## src/rtl/vscale_hasti_arbiter.sv

```systemverilog
// N-master to one-slave HASTI arbiter with a per-master address-capture stage.
// Define VSCALE_HASTI_ARB_RR_EN for round-robin, otherwise the lowest index wins.
module vscale_hasti_arbiter #(
   parameter int unsigned NUM_MASTERS = 2,
   parameter int unsigned ADDR_WIDTH  = 32,
   parameter int unsigned DATA_WIDTH  = 32
) (
   input  logic                              hclk,
   input  logic                              hresetn,
   input  logic [NUM_MASTERS*ADDR_WIDTH-1:0] m_haddr,
   input  logic [NUM_MASTERS-1:0]            m_hwrite,
   input  logic [NUM_MASTERS*3-1:0]          m_hsize,
   input  logic [NUM_MASTERS*3-1:0]          m_hburst,
   input  logic [NUM_MASTERS*4-1:0]          m_hprot,
   input  logic [NUM_MASTERS-1:0]            m_hmastlock,
   input  logic [NUM_MASTERS*2-1:0]          m_htrans,
   input  logic [NUM_MASTERS*DATA_WIDTH-1:0] m_hwdata,
   output logic [NUM_MASTERS*DATA_WIDTH-1:0] m_hrdata,
   output logic [NUM_MASTERS-1:0]            m_hready,
   output logic [NUM_MASTERS-1:0]            m_hresp,
   output logic [ADDR_WIDTH-1:0]             s_haddr,
   output logic                              s_hwrite,
   output logic [2:0]                        s_hsize,
   output logic [2:0]                        s_hburst,
   output logic [3:0]                        s_hprot,
   output logic                              s_hmastlock,
   output logic [1:0]                        s_htrans,
   output logic [DATA_WIDTH-1:0]             s_hwdata,
   input  logic [DATA_WIDTH-1:0]             s_hrdata,
   input  logic                              s_hready,
   input  logic                              s_hresp
);

   localparam int unsigned IdxW = (NUM_MASTERS > 1) ? $clog2(NUM_MASTERS) : 1;
   localparam logic [1:0] HtransIdle   = 2'b00;
   localparam logic [1:0] HtransNonseq = 2'b10;

   logic [NUM_MASTERS-1:0] pend_valid_q, pend_write_q, pend_lock_q;
   logic [ADDR_WIDTH-1:0]  pend_addr_q [NUM_MASTERS];
   logic [2:0]             pend_size_q [NUM_MASTERS];
   logic [3:0]             pend_prot_q [NUM_MASTERS];
   logic [NUM_MASTERS-1:0] owner_q, owner_d;
   logic [NUM_MASTERS-1:0] live_req, cand, grant;
   logic                   grant_valid;
   logic [IdxW-1:0]        grant_idx;

`ifdef VSCALE_HASTI_ARB_RR_EN
   logic [IdxW-1:0] rr_ptr_q;
   int unsigned     rr_idx;
`endif

   // Burst type and the SEQ/NONSEQ distinction are irrelevant: every issue is a split single.
   logic unused_inputs;
   assign unused_inputs = ^{m_hburst, m_htrans};

   assign m_hrdata = {NUM_MASTERS{s_hrdata}};

   always_comb begin
      for (int i = 0; i < NUM_MASTERS; i++) begin
         m_hready[i] = owner_q[i] ? s_hready : ~pend_valid_q[i];
         m_hresp[i]  = owner_q[i] & s_hresp;
         live_req[i] = hresetn & m_hready[i] & m_htrans[2*i+1];
      end
   end

   always_comb begin
      cand        = pend_valid_q | live_req;
      grant_valid = 1'b0;
      grant_idx   = '0;
`ifdef VSCALE_HASTI_ARB_RR_EN
      rr_idx = 0;
      for (int k = 0; k < NUM_MASTERS; k++) begin
         rr_idx = 32'(rr_ptr_q) + 32'(k);
         if (rr_idx >= NUM_MASTERS) rr_idx = rr_idx - NUM_MASTERS;
         if (!grant_valid && cand[rr_idx[IdxW-1:0]]) begin
            grant_valid = 1'b1;
            grant_idx   = rr_idx[IdxW-1:0];
         end
      end
`else
      for (int k = NUM_MASTERS - 1; k >= 0; k--) begin
         if (cand[k]) begin
            grant_valid = 1'b1;
            grant_idx   = IdxW'(k);
         end
      end
`endif
      if (!s_hready) grant_valid = 1'b0;
      grant = '0;
      if (grant_valid) grant[grant_idx] = 1'b1;
   end

   always_comb begin
      s_htrans    = HtransIdle;
      s_haddr     = '0;
      s_hwrite    = 1'b0;
      s_hsize     = 3'b000;
      s_hburst    = 3'b000;
      s_hprot     = 4'b0000;
      s_hmastlock = 1'b0;
      s_hwdata    = '0;
      for (int i = 0; i < NUM_MASTERS; i++) begin
         if (grant[i]) begin
            s_htrans = HtransNonseq;
            if (pend_valid_q[i]) begin
               s_haddr     = pend_addr_q[i];
               s_hwrite    = pend_write_q[i];
               s_hsize     = pend_size_q[i];
               s_hprot     = pend_prot_q[i];
               s_hmastlock = pend_lock_q[i];
            end else begin
               s_haddr     = m_haddr[i*ADDR_WIDTH +: ADDR_WIDTH];
               s_hwrite    = m_hwrite[i];
               s_hsize     = m_hsize[i*3 +: 3];
               s_hprot     = m_hprot[i*4 +: 4];
               s_hmastlock = m_hmastlock[i];
            end
         end
         if (owner_q[i]) s_hwdata = m_hwdata[i*DATA_WIDTH +: DATA_WIDTH];
      end
   end

   // Data-phase ownership only moves when the slave completes the current data phase.
   assign owner_d = s_hready ? grant : owner_q;

   always_ff @(posedge hclk or negedge hresetn) begin
      if (!hresetn) begin
         owner_q      <= '0;
         pend_valid_q <= '0;
         pend_write_q <= '0;
         pend_lock_q  <= '0;
         for (int i = 0; i < NUM_MASTERS; i++) begin
            pend_addr_q[i] <= '0;
            pend_size_q[i] <= 3'b000;
            pend_prot_q[i] <= 4'b0000;
         end
      end else begin
         owner_q <= owner_d;
         for (int i = 0; i < NUM_MASTERS; i++) begin
            if (grant[i]) begin
               pend_valid_q[i] <= 1'b0;
            end else if (live_req[i]) begin
               pend_valid_q[i] <= 1'b1;
               pend_addr_q[i]  <= m_haddr[i*ADDR_WIDTH +: ADDR_WIDTH];
               pend_write_q[i] <= m_hwrite[i];
               pend_size_q[i]  <= m_hsize[i*3 +: 3];
               pend_prot_q[i]  <= m_hprot[i*4 +: 4];
               pend_lock_q[i]  <= m_hmastlock[i];
            end
         end
      end
   end

`ifdef VSCALE_HASTI_ARB_RR_EN
   always_ff @(posedge hclk or negedge hresetn) begin
      if (!hresetn) begin
         rr_ptr_q <= '0;
      end else if (grant_valid) begin
         rr_ptr_q <= (grant_idx == IdxW'(NUM_MASTERS - 1)) ? '0 : grant_idx + 1'b1;
      end
   end
`endif

endmodule

```

## config.mk

```make
export PLATFORM = sky130hd
export DESIGN_NAME = vscale_hasti_arbiter
export DESIGN_NICKNAME = d
export VERILOG_FILES = /design/src/rtl/vscale_hasti_arbiter.sv
export SDC_FILE = /design/constraint.sdc
export NUM_CORES = 1
export LEC_CHECK = 0
export BUFFER_PORTS_ARGS = -buffer_cell sky130_fd_sc_hd__buf_2
export CAP_MARGIN = 0
export CORE_UTILIZATION = 25
export CTS_BUF_LIST = sky130_fd_sc_hd__clkbuf_4 sky130_fd_sc_hd__clkbuf_8
export DETAILED_ROUTE_END_ITERATION = 6
export PLACE_DENSITY_LB_ADDON = 0.1
export SLEW_MARGIN = 15
export SYNTH_ARGS = -nofsm -noshare
export SYNTH_HDL_FRONTEND = slang
export SYNTH_SLANG_ARGS = --single-unit
```

## constraint.sdc

```tcl
create_clock -name hclk -period 5.47 [get_ports hclk]
set_input_delay 1.641 -clock hclk [delete_from_list [all_inputs] [get_ports hclk]]
set_output_delay 1.641 -clock hclk [all_outputs]
set_load 0.01 [all_outputs]
```

==> summary.txt, run 1 <==
Global route
  • GR met3 Demand/Resource: 0.0574
  • Initial antenna violation count: 1
  • Vias in the first global route: 4405
  • Met1 Track Usage GR: 0.178
  • Most used routing layer in global routing: met2
  • Overall routing resource usage: 0.169
  • Global-route wire length before repair: 26900 µm
  • Met2 track utilization from global routing: 0.308
  • Largest net degree at the start of global routing: 54
  • Total grt overflow: 0

Clock network
  • Number of clock sinks: 86
  • TritonCTS clock tree: done
  • Max Buffers Root-to-Sink: 2
  • CTS H-tree depth: 3
  • Clock tree root driver cell: clkbuf_8
  • Clock Latency Late Sink: 0.37 ns
  • Number of gates given a new drive strength after cts: 0
  • CTS Buf Count: 9
  • Quantity of hold-fixing buffers added after cts: 0
  • Clock-pin slew on the worst setup and hold paths: around 0.09 ns
  • Post CTS Setup Buffer Count: 0

Routing
  • Number of DRC markers after the initial detailed-route iteration: 96
  • Routed length per instance: 21.4 µm
  • Number of optimization iterations in the first detailed-route pass: 4
  • Mean number of vias per cell: between 4 and 5
  • Wire length reported by the detailed router: 18700 µm
  • Detailed-route DRC error count: 0
  • Routed via count: 4128
  • Antenna-violating nets left: 0

Power
  • Share of power burned in the clock network: 0.264
  • Power Internal: approximately 1500 µW
  • Worst-case vdd ir drop: 0.140 mV
  • Total power draw: between 2000 and 2500 µW
  • Leakage power of the design: 0.00304 µW
  • Net switching power: between 600 and 700 µW
  • Share of power burned in combinational logic: 0.296
  • Power per Cell Area: 328 nW/µm²
  • Switch share: 0.306
  • Flop pwr share: 0.440

Cells and area
  • Number of filler instances in the final layout: 2184
  • Commonest non-fill, non-tap cell in the layout: buf_2
  • Share of cells above drive strength 1: 0.498
  • Area added between synthesis and finish: 21.4%
  • Leading cell types in the layout, fill and taps excluded: 228 x buf_2, 84 x dfrtp_1, 83 x mux2i_1, 43 x mux2_1, 41 x o22ai_1
  • Util after Layout: 0.314
  • Layout Nets: slightly below 800
  • Ant. Diodes: 0
  • Area taken by multi-input logic gates: 2480 µm²
  • Register Area: roughly 2200 µm²

Yosys
  • Seq/Total Area, Yosys: 0.405
  • Area fraction of the dominant cell type after synthesis: 0.405
  • YS warnings: 0
  • Cell count after synthesis: 452
  • Syn Area/Cell: 11.8 µm²
  • Top cells by area, synth: dfrtp_1 40%, mux2i_1 16%, buf_4 9.7%
  • Mapped Area: between 5000 and 6000 µm²
  • Distinct cell type count of the synthesized netlist: 27
  • Register bit count reported by yosys: 86
  • Most area-hungry cell type in the Yosys netlist: dfrtp_1

Critical path
  • Register-to-register setup slack: 2.70 ns
  • Slowest library cell on the worst path: nand2b_2
  • Critical path data required time: 3.83 ns
  • Critical register-to-register path startpoint: pend_valid_q[1]$_DFFE_PN0P_
  • End of the worst register-to-register path: pend_addr_q[11]$_DFFE_PN0P_
  • Data arrival time at the worst-slack endpoint: 2.99 ns
  • Buffers and inverters on the worst path: 3
  • Nature of the critical path endpoint: output pin
  • Type of the setup path with the least slack: in2out
  • Number of cell instances on the worst register-to-register path: 5
  • Critical-path maximum fanout: 29
  • Critical path's largest stage delay: 0.43 ns
  • Setup crit start kind: input pin
  • Cell type group with the largest total delay on the critical path: buffers and inverters
  • Critical path, cell by cell: buf_4 > a21oi_2 > nand2b_2 > buf_12 > o22ai_1 > buf_2

STA
  • Max Fclk: roughly 220 MHz
  • Minimum clock period after layout: ~4.6 ns
  • Slew @ Worst Pin: ~0.95 ns
  • Final slew viol count: 0
  • Unrepaired setup endpoints after global routing: no
  • Final setup fails: 0
  • Share of the clock period used by the worst path after layout: 0.846
  • Worst clock skew: 0.00969 ns
  • Sum Neg Setup Slack: 0 ns
  • Hold Vio Cnt, Final: 0
  • Slew Limit Headroom: 0.366

Min path
  • Worst min path class: reg2reg
  • Hold Crit Start: pend_addr_q[13]$_DFFE_PN0P_
  • Hold path depth: 1
  • End point of the most critical hold path: pend_addr_q[13]$_DFFE_PN0P_

Die
  • Total I/O pin count: 338
  • Starting density of the core: 0.259
  • Area of the die: 21800 µm²
  • Number of standard-cell rows in the floorplan: 52
  • Floorplan core area: 20600 µm²
  • Height of the chip: 148 µm
  • Width of the die: between 100 and 150 µm

Placed design
  • Hpwl dp: approximately 14000 µm
  • Input/output buffers: between 200 and 250
  • Final estimated routing congestion in global placement: 0.753

Run status
  • Result of the run: completed

Flow run
  • Number of max-cap violations: 0
==> metal layers <==
| metal | up-vias | routed length, µm |
|---|---|---|
| met1 | 2000 | 6920 |
| met5 | - | 11 |
| li1 | 1890 | - |
| met3 | 19 | 1740 |
| met4 | 2 | 403 |
| met2 | 217 | 9680 |
==> worst max path at each step <==
stage	startpoint	end	cells after the start
2_1_floorplan	m_htrans[1]	s_haddr[22]	4
3_3_place_gp	m_htrans[1]	s_hprot[0]	6
3_5_place_dp	hresetn	s_haddr[4]	6
4_1_cts	hresetn	s_haddr[4]	6
5_1_grt	m_htrans[1]	s_haddr[4]	6
6_report	hresetn	s_haddr[4]	6
==> layout make-up <==
type | instances | share of cell area
multi-input combinational | 265 | 0.385
sequential | 86 | 0.334
timing repair buffer | 238 | 0.190
tap | 270 | 0.0524
clock buffer | 10 | 0.0213
clock inverter | 5 | 0.0165
inverter | 1 | 0.000582
==> Yosys cell counts <==
master and number:
a21o_1 1, a21oi_1 3, a21oi_2 1, a22o_1 31, a31oi_1 1, and2_1 2, buf_1 2, buf_2 17
buf_4 69, buf_6 4, clkbuf_1 11, conb_1 1, dfrtp_1 86, inv_1 1, mux2_1 43, mux2_2 39
mux2i_1 83, mux2i_4 1, nand2_1 5, nand2b_1 1, nand3_2 1, nand4_4 1, nor2_1 4, nor2b_1 1
nor4_4 1, o21ai_0 1, o22ai_1 41
==> per-stage QoR <==
stage / instance area, µm² / worst slack [ns] / instances / hold WS [ns]
2_1_floorplan: 5330 / 1.33 / 455 / 0.458
3_3_place_gp: 6200 / 0.816 / 860 / 0.467
3_5_place_dp: 6200 / 0.815 / 860 / 0.479
4_1_cts: 6450 / 0.817 / 875 / 0.500
5_1_grt: 6450 / 0.709 / 875 / 0.512
6_report: 6450 / 0.844 / 875 / 0.498
==> power groups by stage <==
stage	Combinational (µW)	Clock [µW]	Sequential, µW
2_1_floorplan	471	0	905
3_3_place_gp	626	0	935
3_5_place_dp	638	0	944
4_1_cts	640	588	931
5_1_grt	686	608	956
6_report	626	559	930
==> cell families after synthesis <==
family | count (synthesis) | synth area share
AOI/OAI and AO/OA | 79 | 0.107
buffers and inverters | 104 | 0.132
DFF | 86 | 0.405
muxes | 166 | 0.334
other | 1 | 0.000706
and+or+nand+nor | 16 | 0.0210
==> state kept, by name, summed over array words and instances, names as in the netlist <==
name,count
pend_addr_q,64
pend_prot_q,8
pend_size_q,6
owner_q,2
pend_lock_q,2
pend_valid_q,2
pend_write_q,2
Power figures use the tool's default switching activity.
==> run 2: changes to the inputs <==
==> constraint.sdc (replaced) <==
create_clock -name hclk -period 4.4 [get_ports hclk]
set_input_delay 1.32 -clock hclk [delete_from_list [all_inputs] [get_ports hclk]]
set_output_delay 1.32 -clock hclk [all_outputs]
set_load 0.01 [all_outputs]
==> run 2 against run 1 <==
Effect of this change:
- via count down 0.22%
- flip-flop and latch count unchanged
- critical path depth did not move
- die area unchanged
- clock power increased by 30%
- non-clock buffer count rose by 4
- clock skew fell by 0.00075 ns
- combinational power rose by 26%
- final cell count increased by 0.57%
- register-to-register slack got worse by 0.88 ns
- sequential share of layout area down 0.19 points
- critical endpoint is now s_haddr[7]
- highest routed layer unchanged
==> summary.txt, run 2 (synthesized netlist as in run 1, its figures left out) <==
Clock network
  • Clock tree root driver cell: clkbuf_8
  • TritonCTS clock tree: done
  • Max Buffers Root-to-Sink: 2 (unchanged)
  • Clock Latency Late Sink: 0.38 ns (about the same)
  • Post CTS Setup Buffer Count: 0 (unchanged)
  • Number of clock sinks: 86 (unchanged)
  • Quantity of hold-fixing buffers added after cts: 0 (unchanged)
  • CTS Buf Count: 9 (unchanged)
  • Number of gates given a new drive strength after cts: 0 (unchanged)
  • CTS H-tree depth: 3 (unchanged)
  • Clock-pin slew on the worst setup and hold paths: 0.09 ns (about the same)

Routing
  • Number of DRC markers after the initial detailed-route iteration: 66 (-31%)
  • Detailed-route DRC error count: 0 (unchanged)
  • Routed length per instance: 21.3 µm (-0.35%)
  • Number of optimization iterations in the first detailed-route pass: 4 (unchanged)
  • Mean number of vias per cell: 4.68 (-0.78%)
  • Antenna-violating nets left: 0 (unchanged)
  • Routed via count: 4119 (-0.22%)
  • Wire length reported by the detailed router: 18800 µm (+0.22%)

Min path
  • Worst min path class: reg2reg
  • Hold path depth: 1 (unchanged)
  • End point of the most critical hold path: pend_addr_q[39]$_DFFE_PN0P_
  • Hold Crit Start: pend_addr_q[39]$_DFFE_PN0P_

Critical path
  • Slowest library cell on the worst path: buf_4
  • Number of cell instances on the worst register-to-register path: 4 (-1)
  • Nature of the critical path endpoint: output pin
  • Type of the setup path with the least slack: in2out
  • Register-to-register setup slack: 1.82 ns (-0.88 ns)
  • Critical path, cell by cell: buf_4 > a21oi_2 > nand3_2 > buf_4 > o22ai_1 > buf_2
  • Setup crit start kind: input pin
  • Critical register-to-register path startpoint: owner_q[1]$_DFFE_PN0P_
  • Data arrival time at the worst-slack endpoint: 2.51 ns (-0.48 ns)
  • Critical path data required time: 3.08 ns (-0.75 ns)
  • CP most frequent cell: buf_4
  • End of the worst register-to-register path: pend_addr_q[22]$_DFFE_PN0P_
  • Critical path's largest stage delay: 0.27 ns (-0.16 ns)
  • Critical-path maximum fanout: 29 (unchanged)
  • Worst setup startpoint: hresetn

Power
  • Power Internal: 1850 µW (+26%)
  • Switch share: 0.306 (about the same)
  • Power per Cell Area: 410 nW/µm² (+25%)
  • Worst-case vdd ir drop: 0.153 mV (+9.5%)
  • Share of power burned in combinational logic: 0.297 (about the same)
  • Leakage power of the design: 0.00307 µW (+0.90%)
  • Share of power burned in the clock network: 0.272 (+0.008)
  • Flop pwr share: 0.430 (-0.010)
  • Net switching power: 815 µW (+26%)

Cells and area
  • Register Area: 2150 µm² (unchanged)
  • Max reg flops: 64 (unchanged)
  • Number of filler instances in the final layout: 2156 (-1.3%)
  • Layout Nets: 797 (+0.50%)
  • Area added between synthesis and finish: 22.1%
  • Final design instance area without fill: 6490 µm² (+0.56%)
  • Area taken by multi-input logic gates: 2480 µm² (-0.20%)
  • Number of standard cells in the layout, taps in and fillers out: 880 (+0.57%)
  • Regs by FF count: pend_addr_q (64), pend_prot_q (8), pend_size_q (6)
  • Share of cells above drive strength 1: 0.502 (+0.00412)
  • Register with the highest flop count: pend_addr_q
  • Leading cell types in the layout, fill and taps excluded: 228 x buf_2, 84 x dfrtp_1, 83 x mux2i_1, 43 x mux2_1, 41 x o22ai_1
  • Commonest non-fill, non-tap cell in the layout: buf_2
  • Ant. Diodes: 0 (unchanged)

STA
  • Unrepaired setup endpoints after global routing: no
  • Sum Neg Setup Slack: 0 ns (unchanged)
  • Worst clock skew: 0.00895 ns (-0.000747 ns)
  • Share of the clock period used by the worst path after layout: 0.871
  • Slew @ Worst Pin: 0.947 ns (-0.00153 ns)
  • Minimum clock period after layout: 3.83 ns
  • Final slew viol count: 0 (unchanged)
  • Setup WS post-layout: 0.569 ns (-0.275 ns)
  • Final setup fails: 0 (unchanged)
  • Hold Vio Cnt, Final: 0 (unchanged)
  • Slew Limit Headroom: 0.367 (+0.00102)
  • Max Fclk: approximately 260 MHz
  • Worst hold margin: 0.498 ns (+0.0000510 ns)

Die
  • Height of the chip: 148 µm (unchanged)
  • Starting density of the core: 0.259 (unchanged)
  • Floorplan core area: 20600 µm² (unchanged)
  • Width of the die: 148 µm (unchanged)
  • Total I/O pin count: 338 (unchanged)
  • Number of standard-cell rows in the floorplan: 52 (unchanged)
  • Area of the die: 21800 µm² (unchanged)

Global route
  • Initial antenna violation count: 1 (unchanged)
  • Largest net degree at the start of global routing: 58 (+7.4%)
  • Vias in the first global route: 4316 (-2.0%)
  • Total grt overflow: 0 (unchanged)
  • Global-route wire length before repair: 27100 µm (+0.82%)
  • Overall routing resource usage: 0.169 (about the same)

Run status
  • Result of the run: completed

Placed design
  • Placed cell count: 864 (+0.47%)
  • Cell area reported after detailed placement: 6230 µm² (+0.48%)
  • Post-place setup slack: 0.498 ns (-0.317 ns)
  • Hpwl dp: 14000 µm (+1.0%)
  • Input/output buffers: 229 (unchanged)
  • Final estimated routing congestion in global placement: 0.753 (about the same)

Flow run
  • Number of max-cap violations: 0 (unchanged)
-- run 2: cell types whose count changed in the layout (fill, tap and decap cells not counted) --
cell and change:
nor2b_2 +1, nor2b_4 -1, clkinv_2 +1, clkinvlp_4 -1
clkbuf_8 +1, buf_4 +4
-- run 2: metal layers --
metal	GRT usage	vias to the layer above	part of all wire
met1	0.183	2005	0.38
met5	0	-	0.00069
met3	0.0509	18	0.078
met4	0.0562	2	0.015
met2	0.310	196	0.53
li1	-	1898	-
-- run 2: worst max path at each step --
stage                                             end  cells after the start  slack [ns]
after global placement     pend_addr_q[0]$_DFFE_PN0P_                      4        0.51
after floorplan                           s_haddr[22]                      4        0.90
after global routing                       s_haddr[3]                      6        0.46
after CTS                                  s_haddr[7]                      6        0.58
after detailed placement  pend_addr_q[26]$_DFFE_PN0P_                      4        0.50
final                                      s_haddr[7]                      6        0.57
-- run 2: critical path, delay by kind of cell --
kind / cells / cell delay, ns
buffers and inverters: 3 / 0.58
AOI/OAI and AO/OA: 2 / 0.48
and+or+nand+nor: 1 / 0.12
-- run 2: power by group through the flow --
stage | sequential, µW | clock [µW] | combinational [µW]
after floorplan | 1130 | 0 | 586
after global placement | 1150 | 0 | 792
after detailed placement | 1160 | 0 | 807
after CTS | 1150 | 755 | 810
after global routing | 1180 | 777 | 866
final | 1150 | 724 | 791
-- run 2: metrics by stage --
stage	utilization	total power [µW]
global route	0.316	2820
finish	0.316	2660
global placement	0.303	1940
floorplan	-	1710
detailed placement	0.303	1970
CTS	0.316	2710
-- run 2: cell type report --
class,count,area share
Tap cell,270,0.0521
Timing Repair Buffer,242,0.194
Inverter,1,0.000578
Clock buffer,11,0.0233
Sequential cell,86,0.332
Multi-Input combinational cell,265,0.382
Clock inverter,5,0.0160
